File: src/rtl/timestep_scheduler_pkg.sv
// Shared definitions for the per-timestep sequencer: FSM state encoding and
// stamp defaults used by the scheduler and its settle-window helper.
package timestep_scheduler_pkg;

    typedef enum logic [2:0] {
        S_IDLE   = 3'd0,
        S_ENCODE = 3'd1,
        S_DRAIN  = 3'd2,
        S_LEAK   = 3'd3,
        S_ADV_E  = 3'd4,
        S_ADV_N  = 3'd5,
        S_FINISH = 3'd6
    } sched_state_t;

    localparam int unsigned STAMP_W_DEF = 4;

    // Wide all-ones; users slice to their own stamp width.
    localparam logic [31:0] NEURON_STAMP_INIT = '1;

endpackage

File: src/rtl/timestep_scheduler_quiescence.sv
// Settle-window counter: asserts settled once SETTLE consecutive quiescent
// cycles have been seen while enabled (i.e. while the scheduler is in DRAIN).
module quiescence_detector #(
    parameter int unsigned GROUPS = 16,
    parameter int unsigned SETTLE = 4
) (
    input  logic              clk,
    input  logic              rst_n,
    input  logic              fifo_empty,
    input  logic [GROUPS-1:0] empty_group,
    input  logic              core_idle,
    input  logic              enable,
    output logic              settled
);

    localparam int unsigned CNT_W = (SETTLE < 2) ? 1 : $clog2(SETTLE + 1);

    logic [CNT_W-1:0] count;
    logic             quiescent;

    always_comb begin
        quiescent = fifo_empty && (&empty_group) && core_idle;
        // The current quiescent cycle completes the window, so compare to SETTLE-1.
        settled   = enable && quiescent && (count == CNT_W'(SETTLE - 1));
    end

    always_ff @(posedge clk or negedge rst_n) begin
        if (!rst_n) begin
            count <= '0;
        end else if (enable && quiescent && !settled) begin
            count <= count + CNT_W'(1);
        end else begin
            count <= '0;
        end
    end

endmodule

File: src/rtl/timestep_scheduler.sv
// Per-timestep sequencer for the spiking core: encode, drain spike traffic,
// global leak, then advance the encode/neuron stamp pair, for num_steps steps.
module timestep_scheduler
    import timestep_scheduler_pkg::*;
#(
    parameter int unsigned STAMP_W = STAMP_W_DEF,
    parameter int unsigned GROUPS  = 16,
    parameter int unsigned SETTLE  = 4,
    parameter int unsigned WDOG_W  = 20
) (
    input  logic               CLK,
    input  logic               RST_N,
    input  logic               start,
    input  logic               abort,
    input  logic [7:0]         num_steps,
    input  logic               encode_finish,
    input  logic               fifo_empty,
    input  logic [GROUPS-1:0]  empty_group,
    input  logic               core_idle,
    input  logic               leak_done,
    output logic               encode_start,
    output logic               leak_req,
    output logic [STAMP_W-1:0] encode_stamp,
    output logic [STAMP_W-1:0] neuron_stamp,
    output logic               tref_event_generate,
    output logic               encode_event_generate,
    output logic               busy,
    output logic               done,
    output logic               timeout,
    output logic [7:0]         steps_left
);

    sched_state_t      state;
    sched_state_t      next_state;
    logic [WDOG_W-1:0] wdog;
    logic              finish_cap;
    logic              settled;
    logic              abort_hit;
    logic              watched;
    logic              wdog_expired;

    quiescence_detector #(
        .GROUPS (GROUPS),
        .SETTLE (SETTLE)
    ) u_quiescence (
        .clk         (CLK),
        .rst_n       (RST_N),
        .fifo_empty  (fifo_empty),
        .empty_group (empty_group),
        .core_idle   (core_idle),
        .enable      (state == S_DRAIN),
        .settled     (settled)
    );

    always_comb begin
        next_state   = state;
        abort_hit    = abort && (state != S_IDLE);
        watched      = (state == S_ENCODE) || (state == S_DRAIN) || (state == S_LEAK);
        wdog_expired = watched && (wdog == '1);

        case (state)
            S_IDLE:   if (start) next_state = (num_steps != '0) ? S_ENCODE : S_FINISH;
            S_ENCODE: if (finish_cap || encode_finish) next_state = S_DRAIN;
            S_DRAIN:  if (settled) next_state = S_LEAK;
            S_LEAK:   if (leak_done) next_state = S_ADV_E;
            S_ADV_E:  next_state = S_ADV_N;
            S_ADV_N:  next_state = (steps_left == '0) ? S_FINISH : S_ENCODE;
            S_FINISH: next_state = S_IDLE;
            default:  next_state = S_IDLE;
        endcase

        // Priority: abort over watchdog over the normal transition.
        if (wdog_expired) next_state = S_IDLE;
        if (abort_hit)    next_state = S_IDLE;

        busy                  = (state != S_IDLE);
        leak_req              = (state == S_LEAK);
        tref_event_generate   = (state == S_ADV_E);
        encode_event_generate = (state == S_ADV_E);
        done                  = (state == S_FINISH);
    end

    always_ff @(posedge CLK or negedge RST_N) begin
        if (!RST_N) begin
            state        <= S_IDLE;
            encode_start <= 1'b0;
            encode_stamp <= '0;
            neuron_stamp <= NEURON_STAMP_INIT[STAMP_W-1:0];
            timeout      <= 1'b0;
            steps_left   <= '0;
            finish_cap   <= 1'b0;
            wdog         <= '0;
        end else begin
            state        <= next_state;
            encode_start <= (next_state == S_ENCODE) && (state != S_ENCODE);

            // Value equals cycles spent in the current visit, entry cycle included.
            if (state != next_state) begin
                wdog <= WDOG_W'(1);
            end else if (wdog != '1) begin
                wdog <= wdog + WDOG_W'(1);
            end

            if (state == S_IDLE && start) begin
                steps_left <= num_steps;
                timeout    <= 1'b0;
            end else if (abort_hit) begin
                steps_left <= '0;
            end else if (state == S_ADV_E) begin
                steps_left <= steps_left - 8'd1;
            end

            if (wdog_expired && !abort_hit) begin
                timeout <= 1'b1;
            end

            if (state == S_ADV_E && !abort_hit) begin
                encode_stamp <= encode_stamp + STAMP_W'(1);
            end
            if (state == S_ADV_N && !abort_hit) begin
                neuron_stamp <= neuron_stamp + STAMP_W'(1);
            end

            if (next_state == S_IDLE || (state == S_ENCODE && next_state != S_ENCODE)) begin
                finish_cap <= 1'b0;
            end else if (encode_finish && state != S_IDLE) begin
                finish_cap <= 1'b1;
            end
        end
    end

endmodule

File: config.mk
export PLATFORM = sky130hd
export DESIGN_NAME = timestep_scheduler
export DESIGN_NICKNAME = d
export VERILOG_FILES = /design/src/rtl/timestep_scheduler_pkg.sv /design/src/rtl/timestep_scheduler_quiescence.sv /design/src/rtl/timestep_scheduler.sv
export SDC_FILE = /design/constraint.sdc
export NUM_CORES = 1
export LEC_CHECK = 0
export ABC_AREA = 1
export BUFFER_PORTS_ARGS = -buffer_cell sky130_fd_sc_hd__buf_2
export CAP_MARGIN = 20
export CORE_MARGIN = 10
export CORE_UTILIZATION = 50
export DETAILED_ROUTE_END_ITERATION = 10
export GPL_ROUTABILITY_DRIVEN = 0
export PLACE_DENSITY = 0.76
export SKIP_LAST_GASP = 1
export SLEW_MARGIN = 25
export SYNTH_ARGS = -nofsm -noshare
export SYNTH_HDL_FRONTEND = slang
export SYNTH_SLANG_ARGS = --single-unit
File: constraint.sdc
create_clock -name CLK -period 1.77 [get_ports CLK]
set_input_delay 0.354 -clock CLK [delete_from_list [all_inputs] [get_ports CLK]]
set_output_delay 0.354 -clock CLK [all_outputs]
set_load 0.005 [all_outputs]
# Yosys cells after proc, flatten, opt, wreduce, memory -nomap -nowiden
# Index checks and enable logic that the tools add are counted.
# op_classes
n_addsub	5
eq_ne	13
mux	19
reduce_logical	30
# ops
operator	count
$mux 20	2
$mux 3	9
$mux 8	3
$add 20x1->20 const B	1
$eq 20x20->1 const B	1
$ne 20x20->1 const B	1
$pmux 3 s6	1
$reduce_and 16->1	1
$logic_and 1x1->1	14
$eq 3x2->1 const B	3
$eq 3x3->1 const B	3
$add 4x1->4 const B	2
$logic_not 8->1	1
$reduce_bool 8->1	1
$sub 8x1->8 const B	1
$eq 3x1->1 const B	2
$logic_not 3->1	2
$ne 3x1->1 const B	2
$reduce_bool 2->1	3
$reduce_bool 3->1	2
$logic_or 1x1->1	4
$mux 1	4
$add 3x1->3 const B	1
$ne 3x3->1	1
$logic_not 1->1	2
# totals
ff_bits	45
inputBits	32
output_inout_bits	23
word_cells	76

# Logic depth before layout (Yosys ltp)
# Gate-level depths: netlist of run 1.
# depth
word_depth	13
ltp_mapped	15
mapped_depth_nobuf	14

# Hierarchy
# A second synthesis of run 1 with hierarchy kept.
# unflattened
cells_unflattened	362
area_unflattened_um2	2738.9
# by_module_without_submodules
mod	n_inst	cells_each	area_each_um2	seq_area_each_um2
timestep_scheduler	1	336	2539.9	1056.0
quiescence_detector	1	26	198.9	75.1

# Least setup slack after synthesis of run 1
# OpenSTA, ideal clock, no wires.
# synth_path
path_type	register to register
startpoint	reg steps_left[0]
endpoint	reg wdog[19]
setup_ps	124
arrival_ps	1740
required_ps	1646
path_slack_ps	-95
stages_incl_launch_ff	15
n_path_buf	1
period_less_slack_ps	1865
cell_sequence	dfrtp_1 inv_1 ha_1 nand2_1 nor2_1 nand2_1 nand2_1 nand2_2 nor2_2 nand2_2 nand3_1 nand2_2 nand2_4 buf_12 nor2_4
# synth_between
elab_chain_cells	7
word_cells_on_any_way	8
cone_classes	1 x eq/ne; 5 x mux; 2 x reduce/logical
# synth_rtl
item	line_no	text
start: declaration	timestep_scheduler.sv:30	output logic [7:0] steps_left
start signal: assignment	timestep_scheduler.sv:105	steps_left <= num_steps;
start signal: assignment	timestep_scheduler.sv:110	steps_left <= steps_left - 8'd1;
$logic_not 8->1 (*)	timestep_scheduler.sv:67	S_ADV_N: next_state = (steps_left == '0) ? S_FINISH : S_ENCODE;
$mux 3 (*)	timestep_scheduler.sv:67	
$pmux 3 s6 (*)	timestep_scheduler.sv:61	case (state)
$mux 3 (*)	timestep_scheduler.sv:73	if (wdog_expired) next_state = S_IDLE;
$mux 3 (*)	timestep_scheduler.sv:74	if (abort_hit) next_state = S_IDLE;
$ne 3x3->1 (*)	timestep_scheduler.sv:98	if (state != next_state) begin
$mux 20 or $reduce_bool 2->1 (tied branches)	--	
end signal: assignment	timestep_scheduler.sv:101	wdog <= wdog + WDOG_W'(1);
end: declaration	timestep_scheduler.sv:35	logic [WDOG_W-1:0] wdog;
# Every way passes the cells marked *; elsewhere a longest branch is shown, timed or not.
# A chain may end at the register's enable or synchronous reset.

# Worst setup path after layout of run 1
# layout_path
startpoint	reg steps_left[1]
endpoint	reg wdog[10]
# The elaborated chain is that of the path after synthesis.

==> results of run 1 <==
-- per-stage QoR --
step | power (mW) | cells | TNS (ns) | util [%]
floorplan | 2.968 | 339 | -0.0008930 | -
global placement | 3.972 | 520 | -0.6783 | 66.34
detailed placement | 4.040 | 520 | -1.673 | 66.34
CTS | 4.921 | 532 | -2.390 | 69.47
global route | 5.626 | 536 | -5.375 | 72.53
finish | 5.242 | 536 | -2.121 | 72.53
-- cell usage in the layout (no fill, tap or decap), types with 2 or more instances in the layout --
| master | instances |
|---|---|
| buf_6 | 4 |
| inv_2 | 5 |
| inv_4 | 2 |
| xor2_1 | 13 |
| buf_4 | 63 |
| ha_1 | 4 |
| xnor2_1 | 10 |
| dfrtp_1 | 39 |
| nand2_1 | 61 |
| a21oi_1 | 6 |
| nand3_2 | 8 |
| dfstp_2 | 4 |
| buf_2 | 52 |
| nor2_2 | 9 |
| nand2_4 | 4 |
| nor2_4 | 24 |
| o31ai_1 | 4 |
| nor2_1 | 37 |
| a21oi_2 | 2 |
| nand3_1 | 8 |
| buf_12 | 3 |
| nand2_2 | 11 |
| o211ai_1 | 2 |
| o21ai_0 | 9 |
| ha_2 | 2 |
| inv_1 | 39 |
| a22oi_1 | 4 |
| nand4_1 | 15 |
| clkbuf_8 | 5 |
| nor3_1 | 3 |
| dfrtp_2 | 2 |
-- critical path, delay by kind of cell, from the launching register on --
| kind | cells | cell delay (ns) |
|---|---|---|
| DFF | 1 | 0.39 |
| buffers and inverters | 2 | 0.26 |
| adders and majority gates | 1 | 0.18 |
| and+or+nand+nor | 11 | 0.94 |
-- layer usage --
metal  track usage (%)  share of wire [%]
met4             5.063                1.4
met1             18.00                 43
met2             28.60                 51
met5                 0                  0
met3             3.648                4.0
-- cell families after synthesis --
kind of cell    synth area share (%)
flops                          40.89
compound gates                 6.875
fa+ha+maj                      2.714
xor+xnor                       7.282
mux                           0.4070
simple gates                   33.60
buf+inv                        8.232
-- state kept, by name, indices dropped and copies added, names as in the netlist --
signal	flops
wdog	20
steps_left	8
encode_stamp	4
neuron_stamp	4
state	3
u_quiescence.count	3
encode_start	1
finish_cap	1
timeout	1
-- repair_timing --
action	CTS	global route
buffers inserted	5	3
pin swaps	6	13
hold endpoints to repair	0	0
setup endpoints to repair	21	25
gates resized for setup	8	33
gates cloned	0	1
-- layout make-up --
class,instances,area [µm²]
tap,72,90.09
sequential,45,1134
multi-input combinational,243,1577
clock buffer,5,68.82
fill,412,1494
timing repair buffer,123,863.3
clock inverter,2,35.03
inverter,46,177.7
-- power breakdown --
part	internal, mW	total, mW	switching (mW)
sequential	1.26	1.43	0.175
combinational	1.45	3.05	1.61
clock	0.411	0.758	0.347
-- final timing paths --
| kind | endpoint | slack [ns] | depth (start not counted) |
|---|---|---|---|
| max in group asynchronous | state[0] | 1.26 | 2 |
| max | wdog[10] | -0.12 | 14 |
| min reg2reg | u_quiescence.count[0] | 0.44 | 1 |
| min | encode_stamp[2] | -0.006 | 1 |
| min in group CLK | steps_left[3] | 0.27 | 3 |
| max reg2reg | wdog[10] | -0.12 | 14 |
==> flow_summary.yaml, run 1 <==
run_status:
  status: "finished, violations left"
  violations: "hold timing, setup timing"
layout:
  syn2layout_area_growth_pct: 42.61
  antennaDiodeCount: 0
  final_cell_area_mm2: 0.003945
  final_layout_size_suffix_gt1_share_pct: 45.04
  nNetsFinal: 502
critical_path:
  cp-start-kind: "register"
  crit_type: "reg -> reg"
  cp_cell_sequence: "inv_1, ha_2, nand2_2, nor2_4, nand2_1, nand2_1, nand2_2, nor2_2, nand2_2, nand3_2, nand2_2, nand2_4, clkbuf_16, nor2_4"
  worstPathArrival_ns: 2.07
  crit_fanout: 5
  critPathCaptureType: "register"
  cp-startpoint: "steps_left[1]"
  max_stage_delay_ns: 0.39
  rr_startpoint: "steps_left[1]"
  cpMaxStageDelayCell: "dfrtp_1"
  cp.required_ns: 1.95
  crit_path_frequent_cell: "nand2_2"
floorplanning:
  dieHeight_um: 94.38
  fp.dieW_um: 94.38
  core-area_mm2: 0.005439
  row_count: 27
  dieArea_mm2: 0.008908
  initial_core_util_pct: 50.86
  io_pins: 55
yosys:
  synth_top_area_share_pct: 37.09
  async_reset_ff_share_pct: 100.0
  syn_area_mm2: 0.002766
  synth_common_cells: "66 x nand2_1, 52 x nor2_1, 41 x dfrtp_1, 41 x inv_1, 15 x nand4_1"
  ys.flop_type: "dfrtp_1"
  synth.area.top_cells: "dfrtp_1 37%, nand2_1 9.0%, nor2_1 7.1%"
  syn_nets: 377
  synth_largest_area_cell: "dfrtp_1"
  synth_edf_count: 0
  ys_seq_elements: 45
  synth_warnings: 0
  synth.most_common_cell: "nand2_1"
  synthCells: 339
  ys_seq_area_share_pct: 40.89
  yosysUniqueCellTypes: 31
  synth_area_per_cell_um2: 8.160
global_routing:
  antenna_found_initial: 0
  grt_usage_pct: 15.85
  grt_pass1_wl_um: 11630
  grt_pass1_vias: 2692
  grt_max_degree: 28
  grt_overflow_total: 0
route:
  totalWireLength_um: 6928
  firstDrtPassIters: 4
  drcViolationCount: 0
  ant_nets: 0
  drt_iter0_drc: 88
  wl_per_cell_um: 12.93
  via_per_inst: 4.879
  via_count: 2615
clocking:
  cts_root_buf: "clkbuf_8"
  postCtsHoldBufs: 0
  cts_tree: "yes"
  max-clock-path-buffers: 2
  cts_buffers: 5
  clk_latency_ns: 0.30
  htree_num_levels: 2
  clk_pin_slew_ns: 0.09
  clock_sinks: 45
sta:
  fmax_mhz: 528.8
  tightestPinTransition_ns: 0.4632
  final.period_utilization_pct: 106.8
  setup_viol: 22
  rsz0062_at_grt: "yes"
  fin_skew_ns: 0.009277
  timing.hold.ws_ns: -0.005796
  hold_viol: 5
  setup_ws_ns: -0.1212
  period_minus_slack_ns: 1.891
  slew_viol_final: 0
  max-slew-margin-rel_pct: 69.12
pwr:
  vdd_drop_max_uv: 822.0
  p_leak_nw: 1.892
  p_per_area_mw_per_mm2: 1329
placed_design:
  hpwl_um: 5353
  dp_slack_ns: -0.1494
  dpl_cell_area_mm2: 0.003608
  io_buffers: 54
min_path:
  hold_path.class: "in -> async"
flow_run:
  max-cap-violations: 0
Note: power is estimated with default switching activity, not from simulation.
==> inputs of run 2 (changes only) <==
CAP_MARGIN = not set   (was 20)
CORE_ASPECT_RATIO = 0.9   (was not set)
SYNTH_HIERARCHICAL = 1   (was not set)
==> run 2 against run 1 <==
The run ends with setup timing left. Register-to-register slack worse by 0.24 ns. Global-route usage is 1.1 points higher. Synthesized area is 1.0% lower. Cell count is 8.0% higher. Sequential share of layout area is 0.70 points lower. Sequential power is 3% lower. Via count is 15% higher. Critical path type unchanged. Critical endpoint is now wdog[1]. Highest routed layer unchanged.
==> flow_summary.yaml, run 2 <==
pwr:
  seqPwrFrac_pct: 27.3
  clockPowerShare_pct: 12.6
  p_per_area_mw_per_mm2: 1254
  total_power_mw: 5.071
  p_comb_share_pct: 60.1
  internal_power_mw: 2.968
  switching_share_pct: 41.48
  switchingPower_mw: 2.104
  vdd_drop_max_uv: 838.1
  p_leak_nw: 2.026
global_routing:
  grt_max_degree: 46
  grt_pass1_vias: 3009
  grt_usage_pct: 16.92
  antenna_found_initial: 0
  grt_pass1_wl_um: 12850
  grt_overflow_total: 0
yosys:
  synth_top_area_share_pct: 37.46
  synthCells: 362
  yosysUniqueCellTypes: 36
  synth.area.top_cells: "dfrtp_1 37%, nand2_1 12%, inv_1 6.7%"
  synth_warnings: 6
  ys.flop_type: "dfrtp_1"
  syn_area_mm2: 0.002739
  synth.most_common_cell: "nand2_1"
  synth_edf_count: 0
  ys_seq_elements: 45
  synth_common_cells: "88 x nand2_1, 49 x inv_1, 48 x nor2_1, 41 x dfrtp_1, 24 x nand3_1"
  async_reset_ff_share_pct: 100.0
  synth_area_per_cell_um2: 7.566
  syn_nets: 400
  ys_seq_area_share_pct: 41.30
  synth_largest_area_cell: "dfrtp_1"
sta:
  timing.hold.ws_ns: 0.1265
  hold_viol: 0
  max-slew-margin-rel_pct: 60.90
  rsz0062_at_grt: "yes"
  fin_tns_setup_ns: -9.291
  period_minus_slack_ns: 2.131
  final.period_utilization_pct: 120.4
  fmax_mhz: 469.3
  fin_skew_ns: 0.005098
  slew_viol_final: 0
  setup_viol: 35
  setup_ws_ns: -0.3609
  tightestPinTransition_ns: 0.5865
clocking:
  clk_latency_ns: 0.30
  cts_root_buf: "clkbuf_8"
  clock_sinks: 45
  cts_buffers: 5
  htree_num_levels: 2
  max-clock-path-buffers: 2
  clk_pin_slew_ns: 0.09
  cts_tree: "yes"
  postCtsHoldBufs: 0
layout:
  regArea_mm2: 0.001134
  top_register: "wdog"
  antennaDiodeCount: 0
  syn2layout_area_growth_pct: 47.65
  multi_input_area_mm2: 0.001498
  top_regs: "wdog (20), steps_left (8)"
  post-route-util_pct: 76.50
  fin_cells: 579
  final_common_cell: "nand2_1"
  layout_common_cells: "85 x nand2_1, 80 x buf_4, 52 x buf_2, 48 x inv_1, 39 x dfrtp_1"
  nNetsFinal: 549
  final_cell_area_mm2: 0.004044
  largest_reg_flops: 20
  final_layout_size_suffix_gt1_share_pct: 43.16
  fillers: 379
critical_path:
  max_stage_delay_ns: 0.42
  cpMaxStageDelayCell: "dfrtp_2"
  cp.buffers_inverters: 3
  crit_type: "reg -> reg"
  crit_family: "simple AND/OR/NAND/NOR gates"
  cp_cell_sequence: "buf_4, buf_12, nor2_4, nand2_2, nor2_4, nand2_1, nand2_1, nor2_2, nor2_4, nand2_1, nand2_2, nand3_4, clkbuf_16, nor2_1"
  worstPathArrival_ns: 2.37
  critPathCaptureType: "register"
  cp.required_ns: 2.01
  crit_fanout: 5
  cp-start-kind: "register"
placed_design:
  dp_slack_ns: -0.2281
  dpl_cell_area_mm2: 0.003667
  post-place-cells: 556
  io_buffers: 54
  hpwl_um: 5578
floorplanning:
  core-area_mm2: 0.005286
  row_count: 25
  dieHeight_um: 90.22
  initial_core_util_pct: 51.81
  io_pins: 55
  fp.dieW_um: 98.02
  dieArea_mm2: 0.008842
route:
  drt_iter0_drc: 148
  wl_per_cell_um: 14.34
  via_count: 2998
  via_per_inst: 5.178
  drcViolationCount: 0
  firstDrtPassIters: 4
  ant_nets: 0
  totalWireLength_um: 8300
flow_run:
  max-cap-violations: 0
run_status:
  violations: "setup timing"
  status: "finished, violations left"
min_path:
  hold_path.class: "in -> async"
## run 2: cell count changes after synthesis, moves of 3 or more
cell and delta:
a22oi_1 -4, inv_1 +8, nand2_1 +22, nand2_2 -3, nand3_1 +10, nand4_1 -4, nor2_1 -4, nor2_2 +10
nor2_4 -10, nor3_1 +5, o31ai_1 -4, xnor2_1 -4, xor2_1 -4
## run 2: final cells by class
cell class,count,share of cell area [%]
clock buffers,5,1.702
clock inverters,3,0.4332
well taps,67,2.073
multi-input cells,261,37.04
inverters,53,5.043
flip-flops and latches,45,28.03
repair buffers,145,25.68
## run 2: final timing paths
| path | cells after the start | to | slack, ns | start |
|---|---|---|---|---|
| setup / recovery | 14 | wdog[1] | -0.36 | state[1] |
| hold / removal | 2 | encode_stamp[3] | 0.13 | RST_N |
| setup reg to reg | 14 | wdog[1] | -0.36 | state[1] |
| hold reg to reg | 1 | u_quiescence/count[0] | 0.43 | u_quiescence/count[0] |
| max in group asynchronous | 2 | state[0] | 1.21 | RST_N |
| min in group CLK | 3 | steps_left[3] | 0.30 | num_steps[3] |
## run 2: logic make-up (layout without fill, tap and decap cells)
| group | count (synthesis) | after routing | synth area share (%) |
|---|---|---|---|
| buf+inv | 56 | 206 | 8.131 |
| flops | 45 | 45 | 41.30 |
| compound gates | 28 | 28 | 6.259 |
| simple gates | 211 | 211 | 36.36 |
| xor+xnor | 15 | 15 | 4.797 |
| fa+ha+maj | 6 | 6 | 2.741 |
| mux | 1 | 1 | 0.4111 |
## run 2: metal layers
metal  vias to the layer above  GRT usage (%)  share of wire [%]
met5                         -              0                  0
met4                         0          6.053                2.6
met3                        26          4.438                6.2
met2                       115          28.85                 50
met1                      1407          19.88                 41
li1                       1450              -                  -
## run 2: repair_timing
| action | in CTS | in global routing |
|---|---|---|
| pin swaps | 4 | 8 |
| gates resized for setup | 17 | 28 |
| setup buffers | 10 | 7 |
| cloned | 0 | 2 |
| setup endpoints to repair | 26 | 40 |
## run 2: worst reg2reg max path: cells and delay by family (launching register included)
kind / cells / cell delay, ns
simple gates: 11 / 1.19
flops: 1 / 0.42
buf+inv: 3 / 0.47
## run 2: power by group through the flow
stage / logic [mW] / clock network [mW] / registers [mW]
2_1_floorplan: 1.21 / 0 / 1.43
3_3_place_gp: 2.29 / 0 / 1.39
3_5_place_dp: 2.35 / 0 / 1.39
4_1_cts: 2.50 / 0.657 / 1.37
5_1_grt: 3.33 / 0.694 / 1.41
6_report: 3.05 / 0.639 / 1.38
==> inputs of run 3 (changes only) <==
CORE_UTILIZATION = 55   (was 50)
PLACE_DENSITY = 0.8   (was 0.76)
clock period = 2.1 ns   (was 1.77 ns; I/O delays follow)
==> run 3 against run 2 <==
The flow still finishes with violations (setup timing). Cell area shrank 13%. Cell count decreased by 12%. Global-route usage decreased by 0.33 points. Sequential share of layout area is 4.0 points higher. Clock skew rose by 0.0016 ns. Routed wire length is 18% lower. Clock-buffer cell count increased by 1. Critical path depth fell by 1. Fmax decreased by 2.8%. Register-to-register slack better by 0.27 ns. Utilization fell by 3.5 points. Critical endpoint is now wdog[12]. Largest power group unchanged.
==> flow_summary.yaml, run 3 (synthesis gave the netlist of run 2 again) <==
run_status:
  status: "finished, violations left"
  violations: "setup timing"
critical_path:
  crit_fanout: 5
  r2r_end: "wdog[12]"
  critPathCaptureType: "register"
  max_stage_delay_ns: 0.42
  rr_startpoint: "state[1]"
  worstPathArrival_ns: 2.39
  crit_type: "reg -> reg"
  reg2reg_depth: 13
  cp-start-kind: "register"
  r2r_setup_slack_ns: -0.09
  cpMaxStageDelayCell: "dfrtp_1"
  cp_cell_sequence: "buf_4, buf_4, nor2_4, a21oi_1, a21oi_2, nand2_4, inv_1, nand2_1, nand2_1, nand2_2, nand3_4, clkbuf_16, nor2_4"
  cp-startpoint: "state[1]"
  cp.required_ns: 2.29
pwr:
  p_leak_nw: 1.715
  vdd_drop_max_uv: 705.5
  p_per_area_mw_per_mm2: 1133
global_routing:
  antenna_found_initial: 0
  grt_usage_pct: 16.59
  grt_max_degree: 46
  grt_pass1_vias: 2602
  grt_overflow_total: 0
  grt_pass1_wl_um: 11270
layout:
  layout_common_cells: "82 x nand2_1, 54 x buf_2, 49 x inv_1, 41 x dfrtp_1, 40 x nor2_1"
  antennaDiodeCount: 0
  post-route-util_pct: 72.98
  final_cell_area_mm2: 0.003528
  final_common_cell: "nand2_1"
  top_register: "wdog"
  syn2layout_area_growth_pct: 28.83
  fillers: 364
  top_regs: "wdog (20), steps_left (8)"
  largest_reg_flops: 20
  final_layout_size_suffix_gt1_share_pct: 32.66
  nNetsFinal: 484
  fin_cells: 512
clocking:
  clk_pin_slew_ns: 0.09
  cts_root_buf: "clkbuf_8"
  cts_buffers: 5
  clock_sinks: 45
  clk_latency_ns: 0.31
  postCtsHoldBufs: 0
  htree_num_levels: 2
  cts_tree: "yes"
  max-clock-path-buffers: 2
route:
  wl_per_cell_um: 13.27
  drt_iter0_drc: 131
  firstDrtPassIters: 4
  via_per_inst: 5.080
  drcViolationCount: 0
  ant_nets: 0
  totalWireLength_um: 6793
  via_count: 2601
floorplanning:
  dieHeight_um: 86.95
  row_count: 24
  initial_core_util_pct: 56.65
  core-area_mm2: 0.004835
  fp.dieW_um: 94.39
  dieArea_mm2: 0.008206
  io_pins: 55
sta:
  slew_viol_final: 0
  fmax_mhz: 456.0
  setup_viol: 19
  fin_skew_ns: 0.006725
  tightestPinTransition_ns: 0.6813
  final.period_utilization_pct: 104.4
  setup_ws_ns: -0.09284
  rsz0062_at_grt: "yes"
  timing.hold.ws_ns: 0.1804
  period_minus_slack_ns: 2.193
  max-slew-margin-rel_pct: 54.38
  hold_viol: 0
flow_run:
  max-cap-violations: 0
min_path:
  hold_path.class: "in -> async"
placed_design:
  post-place-cells: 492
  dpl_cell_area_mm2: 0.003172
  hpwl_um: 4842
  io_buffers: 54
  dp_slack_ns: -0.006728
==> run 3: final cells by class <==
class | instances | area (µm²) | share of cell area (%)
clock buffer | 6 | 82.58 | 2.340
clock inverter | 2 | 37.54 | 1.064
inverter | 53 | 198.9 | 5.638
multi-input combinational | 261 | 1489 | 42.20
sequential | 45 | 1131 | 32.06
tap | 65 | 81.33 | 2.305
timing repair buffer | 80 | 508.0 | 14.40
==> run 3: per-layer routing <==
metal / vias to the layer above / global-route usage [%] / part of all wire [%]
met2: 79 / 27.68 / 48
li1: 1322 / - / -
met1: 1188 / 19.90 / 44
met3: 12 / 4.655 / 6.3
met4: 0 / 5.931 / 1.6
met5: - / 0 / 0
==> run 3: stage by stage <==
step,setup TNS (ns),power (mW)
after detailed placement,-0.006728,2.702
after CTS,0,3.595
after floorplan,0,2.220
final,-0.9984,3.997
after global placement,0,2.661
after global routing,-3.613,4.262
==> run 3: worst max path at each step <==
stage	to	slack (ns)
after global routing	wdog[12]	-0.19
after CTS	wdog[19]	0.06
after global placement	wdog[19]	0.06
after detailed placement	wdog[4]	-0.007
final	wdog[12]	-0.09
after floorplan	wdog[13]	0.07
==> run 3: critical path: cells and delay by family, from the launching register on <==
kind,cells,cell delay [ns]
DFF,1,0.42
AOI/OAI and AO/OA,2,0.35
and+or+nand+nor,7,0.71
buffers and inverters,4,0.59
==> run 3: what timing repair did <==
item,in CTS,in global routing
gates resized for setup,0,29
gates cloned,0,1
endpoints found under the setup margin,10,19
pin swaps,1,10
buffers inserted,2,9
==> run 3: power breakdown <==
group,internal [mW],switching [mW],leakage [nW]
combinational,0.924,1.21,1.06
sequential,1.04,0.128,0.593
clock,0.387,0.314,0.0574
